**config.mk**
```make
export PLATFORM = sky130hd
export DESIGN_NAME = idp_control_unit
export DESIGN_NICKNAME = d
export VERILOG_FILES = /design/src/rtl/idp_control_unit.sv
export SDC_FILE = /design/constraint.sdc
export NUM_CORES = 1
export LEC_CHECK = 0
export ABC_AREA = 1
export ABC_CLOCK_PERIOD_IN_PS = 1600
export BUFFER_PORTS_ARGS = -buffer_cell sky130_fd_sc_hd__buf_2
export CAP_MARGIN = 10
export CORE_ASPECT_RATIO = 0.7
export CORE_MARGIN = 10
export CORE_UTILIZATION = 37
export DETAILED_ROUTE_END_ITERATION = 12
export PLACE_DENSITY = 0.64
export SLEW_MARGIN = 25
export SYNTH_ARGS = -nofsm -noshare
export SYNTH_HDL_FRONTEND = slang
export SYNTH_SLANG_ARGS = --single-unit
```
**constraint.sdc**
```tcl
create_clock -name clk -period 1.6 [get_ports clk]
set_input_delay 0.08 -clock clk [delete_from_list [all_inputs] [get_ports clk]]
set_output_delay 0.08 -clock clk [all_outputs]
set_load 0.01 [all_outputs]
```
**src/rtl/idp_control_unit.sv**
```systemverilog
// Multicycle control unit for the integer datapath: decodes the external IR and sequences
// FETCH/DECODE/EXEC/MEM/WB. Optional macro IDP_CU_ILLEGAL_TRAP_EN makes illegal encodings trap.
module idp_control_unit (
    input  logic        clk,
    input  logic        reset,
    input  logic [31:0] ir,
    input  logic        z,
    output logic        ir_ld,
    output logic        pc_ld,
    output logic [1:0]  pc_sel,
    output logic        im_cs,
    output logic        im_rd,
    output logic        dm_cs,
    output logic        dm_rd,
    output logic        dm_wr,
    output logic        d_en,
    output logic [1:0]  d_sel,
    output logic        t_sel,
    output logic        imm_zext,
    output logic        hilo_ld,
    output logic [2:0]  y_sel,
    output logic [4:0]  fs,
    output logic        halt,
    output logic        illegal_op
);

    typedef enum logic [2:0] {
        S_RESET,
        S_FETCH,
        S_DECODE,
        S_EXEC,
        S_WB,
        S_MEM,
        S_HALT,
        S_TRAP
    } state_t;

    typedef enum logic [3:0] {
        C_NONE,
        C_RALU,
        C_IALU,
        C_MULDIV,
        C_MFHL,
        C_LW,
        C_SW,
        C_BR,
        C_J,
        C_BREAK,
        C_ILL
    } cls_t;

    localparam logic [4:0] FS_PASS_S = 5'h00;
    localparam logic [4:0] FS_ADD    = 5'h02;
    localparam logic [4:0] FS_ADDU   = 5'h03;
    localparam logic [4:0] FS_SUB    = 5'h04;
    localparam logic [4:0] FS_SUBU   = 5'h05;
    localparam logic [4:0] FS_SLT    = 5'h06;
    localparam logic [4:0] FS_SLTU   = 5'h07;
    localparam logic [4:0] FS_AND    = 5'h08;
    localparam logic [4:0] FS_OR     = 5'h09;
    localparam logic [4:0] FS_XOR    = 5'h0A;
    localparam logic [4:0] FS_NOR    = 5'h0B;
    localparam logic [4:0] FS_MUL    = 5'h1E;
    localparam logic [4:0] FS_DIV    = 5'h1F;

    localparam logic [5:0] OP_RTYPE = 6'h00;
    localparam logic [5:0] OP_J     = 6'h02;
    localparam logic [5:0] OP_BEQ   = 6'h04;
    localparam logic [5:0] OP_BNE   = 6'h05;
    localparam logic [5:0] OP_ADDI  = 6'h08;
    localparam logic [5:0] OP_SLTI  = 6'h0A;
    localparam logic [5:0] OP_ANDI  = 6'h0C;
    localparam logic [5:0] OP_ORI   = 6'h0D;
    localparam logic [5:0] OP_XORI  = 6'h0E;
    localparam logic [5:0] OP_LW    = 6'h23;
    localparam logic [5:0] OP_SW    = 6'h2B;

    localparam logic [5:0] FN_MFHI  = 6'h10;
    localparam logic [5:0] FN_MFLO  = 6'h12;
    localparam logic [5:0] FN_MULT  = 6'h18;
    localparam logic [5:0] FN_DIV   = 6'h1A;
    localparam logic [5:0] FN_BREAK = 6'h0D;

    state_t     state_q, state_d;
    cls_t       cls_q, cls_d;
    cls_t       dec_cls;
    logic [5:0] op;
    logic [5:0] fn;
    logic       unused_ir_bits;

    assign op = ir[31:26];
    assign fn = ir[5:0];
    // Register/immediate fields are consumed by the datapath, not by control.
    assign unused_ir_bits = ^ir[25:6];

    function automatic cls_t classify(input logic [5:0] opc, input logic [5:0] fnc);
        cls_t c;
        c = C_ILL;
        case (opc)
            OP_RTYPE: begin
                case (fnc)
                    6'h20, 6'h21, 6'h22, 6'h23,
                    6'h24, 6'h25, 6'h26, 6'h27,
                    6'h2A, 6'h2B:      c = C_RALU;
                    FN_MULT, FN_DIV:   c = C_MULDIV;
                    FN_MFHI, FN_MFLO:  c = C_MFHL;
                    FN_BREAK:          c = C_BREAK;
                    default:           c = C_ILL;
                endcase
            end
            OP_J:                                    c = C_J;
            OP_BEQ, OP_BNE:                          c = C_BR;
            OP_ADDI, OP_SLTI, OP_ANDI, OP_ORI, OP_XORI: c = C_IALU;
            OP_LW:                                   c = C_LW;
            OP_SW:                                   c = C_SW;
            default:                                 c = C_ILL;
        endcase
        return c;
    endfunction

    function automatic logic [4:0] r_alu_fs(input logic [5:0] fnc);
        logic [4:0] f;
        f = FS_PASS_S;
        case (fnc)
            6'h20:   f = FS_ADD;
            6'h21:   f = FS_ADDU;
            6'h22:   f = FS_SUB;
            6'h23:   f = FS_SUBU;
            6'h24:   f = FS_AND;
            6'h25:   f = FS_OR;
            6'h26:   f = FS_XOR;
            6'h27:   f = FS_NOR;
            6'h2A:   f = FS_SLT;
            6'h2B:   f = FS_SLTU;
            default: f = FS_PASS_S;
        endcase
        return f;
    endfunction

    function automatic logic [4:0] i_alu_fs(input logic [5:0] opc);
        logic [4:0] f;
        f = FS_PASS_S;
        case (opc)
            OP_ADDI: f = FS_ADD;
            OP_SLTI: f = FS_SLT;
            OP_ANDI: f = FS_AND;
            OP_ORI:  f = FS_OR;
            OP_XORI: f = FS_XOR;
            default: f = FS_PASS_S;
        endcase
        return f;
    endfunction

    assign dec_cls = classify(op, fn);

    always_ff @(posedge clk or posedge reset) begin
        if (reset) begin
            state_q <= S_RESET;
            cls_q   <= C_NONE;
        end else begin
            state_q <= state_d;
            cls_q   <= cls_d;
        end
    end

    always_comb begin
        state_d    = state_q;
        cls_d      = cls_q;
        ir_ld      = 1'b0;
        pc_ld      = 1'b0;
        pc_sel     = 2'b00;
        im_cs      = 1'b0;
        im_rd      = 1'b0;
        dm_cs      = 1'b0;
        dm_rd      = 1'b0;
        dm_wr      = 1'b0;
        d_en       = 1'b0;
        d_sel      = 2'b00;
        t_sel      = 1'b0;
        imm_zext   = 1'b0;
        hilo_ld    = 1'b0;
        y_sel      = 3'd0;
        fs         = FS_PASS_S;
        halt       = 1'b0;
        illegal_op = 1'b0;

        case (state_q)
            S_RESET: state_d = S_FETCH;

            S_FETCH: begin
                im_cs   = 1'b1;
                im_rd   = 1'b1;
                ir_ld   = 1'b1;
                pc_ld   = 1'b1;
                pc_sel  = 2'b00;
                state_d = S_DECODE;
            end

            // RS/RT load at the end of this cycle; RT takes the immediate for I-type and memory ops.
            S_DECODE: begin
                cls_d = dec_cls;
                if (dec_cls == C_IALU || dec_cls == C_LW || dec_cls == C_SW) begin
                    t_sel    = 1'b1;
                    imm_zext = (op == OP_ANDI) || (op == OP_ORI) || (op == OP_XORI);
                end
                case (dec_cls)
                    C_J: begin
                        pc_ld   = 1'b1;
                        pc_sel  = 2'b10;
                        state_d = S_FETCH;
                    end
                    C_MFHL:  state_d = S_WB;
                    C_BREAK: state_d = S_HALT;
`ifdef IDP_CU_ILLEGAL_TRAP_EN
                    C_ILL:   state_d = S_TRAP;
`else
                    C_ILL:   state_d = S_FETCH;
`endif
                    default: state_d = S_EXEC;
                endcase
            end

            S_EXEC: begin
                case (cls_q)
                    C_RALU: begin
                        fs      = r_alu_fs(fn);
                        state_d = S_WB;
                    end
                    C_IALU: begin
                        t_sel   = 1'b1;
                        fs      = i_alu_fs(op);
                        state_d = S_WB;
                    end
                    C_MULDIV: begin
                        fs      = (fn == FN_DIV) ? FS_DIV : FS_MUL;
                        hilo_ld = 1'b1;
                        state_d = S_FETCH;
                    end
                    C_LW: begin
                        fs      = FS_ADD;
                        t_sel   = 1'b1;
                        state_d = S_MEM;
                    end
                    C_SW: begin
                        // t_sel=0 reloads RT with register data for the store.
                        fs      = FS_ADD;
                        state_d = S_MEM;
                    end
                    C_BR: begin
                        fs = FS_SUB;
                        if ((op == OP_BEQ) ? z : !z) begin
                            pc_ld  = 1'b1;
                            pc_sel = 2'b01;
                        end
                        state_d = S_FETCH;
                    end
                    default: state_d = S_FETCH;
                endcase
            end

            S_MEM: begin
                dm_cs = 1'b1;
                if (cls_q == C_LW) begin
                    dm_rd   = 1'b1;
                    state_d = S_WB;
                end else begin
                    dm_wr   = (cls_q == C_SW);
                    state_d = S_FETCH;
                end
            end

            S_WB: begin
                d_en    = 1'b1;
                state_d = S_FETCH;
                case (cls_q)
                    C_RALU: begin
                        y_sel = 3'd2;
                        d_sel = 2'b00;
                    end
                    C_IALU: begin
                        y_sel = 3'd2;
                        d_sel = 2'b01;
                    end
                    C_MFHL: begin
                        y_sel = (fn == FN_MFLO) ? 3'd1 : 3'd0;
                        d_sel = 2'b00;
                    end
                    C_LW: begin
                        y_sel = 3'd3;
                        d_sel = 2'b01;
                    end
                    default: d_en = 1'b0;
                endcase
            end

            S_HALT: halt = 1'b1;

            S_TRAP: begin
`ifdef IDP_CU_ILLEGAL_TRAP_EN
                illegal_op = 1'b1;
                halt       = 1'b1;
`else
                state_d    = S_FETCH;
`endif
            end

            default: state_d = S_RESET;
        endcase
    end

endmodule

```
# Word level (Yosys, flattened, before mapping)
# Memory sizes are Yosys's and may differ from the RTL's.
# Index checks and enable logic that the tools add are counted.
[word_totals]
register_bits = 7
romBits = 256
output_inout_bits = 25
elab_cells = 102
mem_count = 1
[mem_list]
columns = ["memory", "depth", "word_bits", "read_ports", "rd_clocked_by_memory_dff", "wr", "line_no", "rtl"]
rows = [
  ["(no name shown)", 64, 4, 1, 0, 0, "101", "case (fnc)"],
]
[op_classes]
eq_ne = 43
mux = 40
reduce_logical = 16
[op_table]
columns = ["op", "n"]
rows = [
  ["6-bit equality test, second input constant", 12],
  ["4-bit one-hot mux with 10 select lines", 1],
  ["6-bit by 4-bit equality test with 1-bit output, second input constant", 5],
  ["4-bit by 3-bit equality test with 1-bit output, second input constant", 7],
  ["1-bit two-way mux", 25],
  ["5-bit one-hot mux with 5 select lines", 1],
  ["4-bit one-hot mux with 6 select lines", 1],
  ["4-bit one-hot mux with 5 select lines", 1],
  ["3-bit one-hot mux with 5 select lines", 1],
  ["3-bit equality test, second input constant", 4],
  ["4-bit by 2-bit equality test with 1-bit output, second input constant", 3],
  ["4-bit equality test, second input constant", 3],
  ["6-bit by 3-bit equality test with 1-bit output, second input constant", 2],
  ["6-bit by 5-bit equality test with 1-bit output, second input constant", 2],
  ["2-bit OR reduction", 5],
  ["3-bit one-hot mux with 3 select lines", 1],
  ["3-bit by 2-bit equality test with 1-bit output, second input constant", 2],
  ["6-bit by 2-bit equality test with 1-bit output, second input constant", 1],
  ["6-bit zero test", 1],
  ["2-bit one-hot mux with 3 select lines", 1],
  ["3-bit one-hot mux with 2 select lines", 1],
  ["5-bit two-way mux", 1],
  ["5-bit nonzero test", 1],
  ["5-bit OR reduction", 1],
  ["12 further kinds", 16],
]

# Longest topological paths before layout
[depth]
word_depth = 8
mapped_depth = 13

# Worst setup path after synthesis
# No wires, ideal clock.
[synth_path]
path_type = "reg2out"
from = "register cls_q[3]"
to = "output port fs[2]"
arrival_time_ps = 1235
t_required_ps = 1520
setup_slack_ps = 285
path_stages_with_launch = 6
path_buffers = 0
path_cell_list = "dfrtp_1 > nor2_1 > inv_1 > nor3_1 > o21ai_0 > a31oi_1"
[synth_via]
elab_chain_cells = 4
[synth_lines]
columns = ["element", "line_no", "rtl"]
rows = [
  ["from (decl)", "85", "cls_t cls_q, cls_d;"],
  ["from (signal assigned)", "162", "cls_q <= cls_d;"],
  ["4-bit by 3-bit equality test with 1-bit output", "224", "case (cls_q)"],
  ["2-bit OR reduction (no source line)", "-", ""],
  ["5-bit one-hot mux with 5 select lines *", "224", ""],
  ["5-bit two-way mux *", "187", "case (state_q)"],
  ["to (decl)", "22", "output logic [4:0] fs,"],
]
# Mark *: on every way between the ends. The rest lies on a longest branch, timed or not.

# Final worst setup path
[layout_path]
from = "register cls_q[2]"
to = "output port fs[2]"
# The elaborated chain is that of the path after synthesis.

==> results.md <==
* Post-DR vias/cell at 4.76
* Post-DR wirelength/cell at 11.8 um
* Final Setup Violations at 1
* Synth area leaders: dfrtp_1 (15%), nor2_1 (15%), nand2_1 (14%)
* Number of diodes at 0
* Post-synthesis compound-gate area fraction at 0.119
* Max Fanout on Critical Path at 5
* TritonRoute pass-1 iters at 4
* Chip Height at 66.3 um
* Area grow syn2layout at 30.8%
* Boundary Pins at 60
* Filler Cells Inserted at 299
* Largest family of logic cells by synthesized area: simple AND/OR/NAND/NOR gates
* Post-synthesis cell area at 1130 um^2
* DR DRC count at 0
* Slowest Stage Delay on Critical Path at 0.39 ns
* Ys Warns at 0
* Die Area at 5710 um^2
* Skew final at 0.00217 ns
* Crit path DAT at 1.57 ns
* Cell Chain, Critical Path: buf_6, nor2_4, inv_2, nor3_2, buf_4, o21ai_1, a31oi_1, buf_2
* Total wire length at 3390 um
* Total CTS buffers at 3
* Cell variety after synth at 26
* Vias in the first global route at 1194
* CTS tree: built
* Final count of hold timing violations at 0
* Top delay family on crit path: buffers and inverters
* Worst Path Required at 1.52 ns
* Footprint of the multi-input gates at 826 um^2
* Peak VDD IR at 788 uV
* Clock-pin transition on the worst setup and hold timing paths at 0.04 ns
* Post-synthesis sequential area ratio at 0.155
* Failing checks: setup timing
* Register area at 178 um^2
* Gpl congestion at 0.893
* Largest net degree at the start of global routing at 11
* PD cells at 1050 nW/um^2
* H-tree depth at 1
* F_max at 0.606 GHz
* Count of final max-slew check failures at 0
* Crit path setup slack, layout at -0.0495 ns
* Detail Route Antenna Nets at 0
* Root buffer cell: clkbuf_8
* Syn avg cell area at 5.39 um^2
* RSZ-0062 raised after global routing: true
* Adder-cell share of the synthesized area at 0
* Post-Synth XOR/XNOR Area at 0.00773
* Most frequent cells in the layout: nand2_1 (41), nor2_1 (39), buf_2 (35)
* Outcome: finished, violations left
* Nets at 287
* Clk_lat worst skew at 0.22 ns
* Syn Inst Count at 210
* Initial drt markers at 77
* Min Hold Slack at 0.333 ns
* Grt total ovfl at 0
* CP Class: reg -> out
* Max-cap violations at 0
* DIE WIDTH at 86.1 um
* Initial antenna violation count at 0
* Flops & latches, synth at 7
* Core Area at 2860 um^2
* Yosys top cell area share at 0.155
* Detailed-route via count at 1366
* Clock sinks at 7
* First-pass GRT wire length at 5620 um
* Period utilisation layout at 1.03
* Post-Synth Simple-Gate Area at 0.535
* Most common cell after layout, fill and taps aside: nand2_1
* Kind of end point of the critical path: output pin
* Leak at 0.000814 uW
* Leading area contributor after synthesis: dfrtp_1
* Buf/Inv on CP at 4
* Hold crit path type: in -> async
* Core Rows at 16
* CP startpoint kind: register
* Post-synthesis mux area share at 0
* Share of cells above drive strength 1 at 0.347
* Deepest clock path buffer count at 2
* Final core occ at 0.517
* Port Buffer Count at 36
* Crit-path slowest cell: dfrtp_1
* DP HPWL at 2860 um
* Total GRT Usage at 0.117
* Initial Utilization at 0.396
* Min Tclk post-route at 1.65 ns
synth_stat cells:
cell type and instances:
nor2_1 46, nand2_1 43, inv_1 34, nand3_1 21
o21ai_0 10, a21oi_1 7, dfrtp_1 7, buf_4 6
nor2_2 5, a31oi_1 4, inv_2 4, nor2_4 4
nand2_2 3, nand3_2 2, nand4_1 2, nor3_1 2
a211oi_1 1, buf_2 1, buf_6 1, conb_1 1
nor3_4 1, nor4_1 1, o2111ai_1 1, o32ai_1 1
or3_1 1, xnor2_1 1
sequential cells by signal, indices dropped and copies added (netlist names):
| name | flops |
|---|---|
| cls_q | 4 |
| state_q | 3 |
worst min-delay path, cell delays in order:
cell and delay [ns]:
dlygate4sd3_1 0.53, buf_2 0.11, inv_1 0.22
timing repair:
action                     in CTS  in global routing
hold buffers                    1                  0
hold endpoints to repair        7                  0
pin swaps                       1                  6
setup buffers                   1                  3
gates resized for setup         5                 28
setup endpoints to repair       8                 12
final timing paths:
path | from | endpoint | slack [ns] | depth (start not counted)
min in group clk | ir[28] | cls_q[2] | 0.40 | 5
min | reset | state_q[1] | 0.33 | 3
min reg2reg | cls_q[1] | cls_q[1] | 0.67 | 2
max | cls_q[2] | fs[2] | -0.05 | 8
max in group asynchronous | reset | cls_q[3] | 1.02 | 3
max reg2reg | cls_q[2] | state_q[0] | 0.23 | 8
logic make-up (layout without fill, tap and decap cells):
| family | after synthesis | in the layout |
|---|---|---|
| AND/OR/NAND/NOR | 131 | 131 |
| flip-flops | 7 | 7 |
| buffers and inverters | 46 | 85 |
| XOR/XNOR | 1 | 1 |
| AO/OA/AOI/OAI | 24 | 24 |
| other | 1 | 3 |
routing by layer:
metal  global-route usage  part of all wire
met1                0.179              0.52
met2                0.150              0.39
met3               0.0443             0.089
met5                    0                 0
met4              0.00615                 0
cell type report:
type,count,share of cell area
clock buffer,4,0.0304
sequential,7,0.120
timing repair buffer,43,0.166
tap,36,0.0304
inverter,38,0.0963
multi-input combinational,159,0.557
power breakdown:
group	leakage (uW)	switching [uW]	internal (uW)
sequential	0.0000862	107	260
combinational	0.000705	603	345
clock	0.0000228	71.4	172
stage by stage:
| step | total power, uW | TNS (ns) | std cells | area [um^2] | setup slack (ns) |
|---|---|---|---|---|---|
| 3_5_place_dp | 1110 | 0 | 278 | 1320 | 0.192 |
| 3_3_place_gp | 1110 | 0 | 278 | 1320 | 0.183 |
| 6_report | 1560 | -0.0495 | 287 | 1480 | -0.0495 |
| 4_1_cts | 1400 | 0 | 284 | 1390 | 0.00597 |
| 2_1_floorplan | 902 | 0 | 212 | 1140 | 0.285 |
| 5_1_grt | 1730 | -0.839 | 287 | 1480 | -0.118 |
Note: power is estimated with default switching activity, not from simulation.
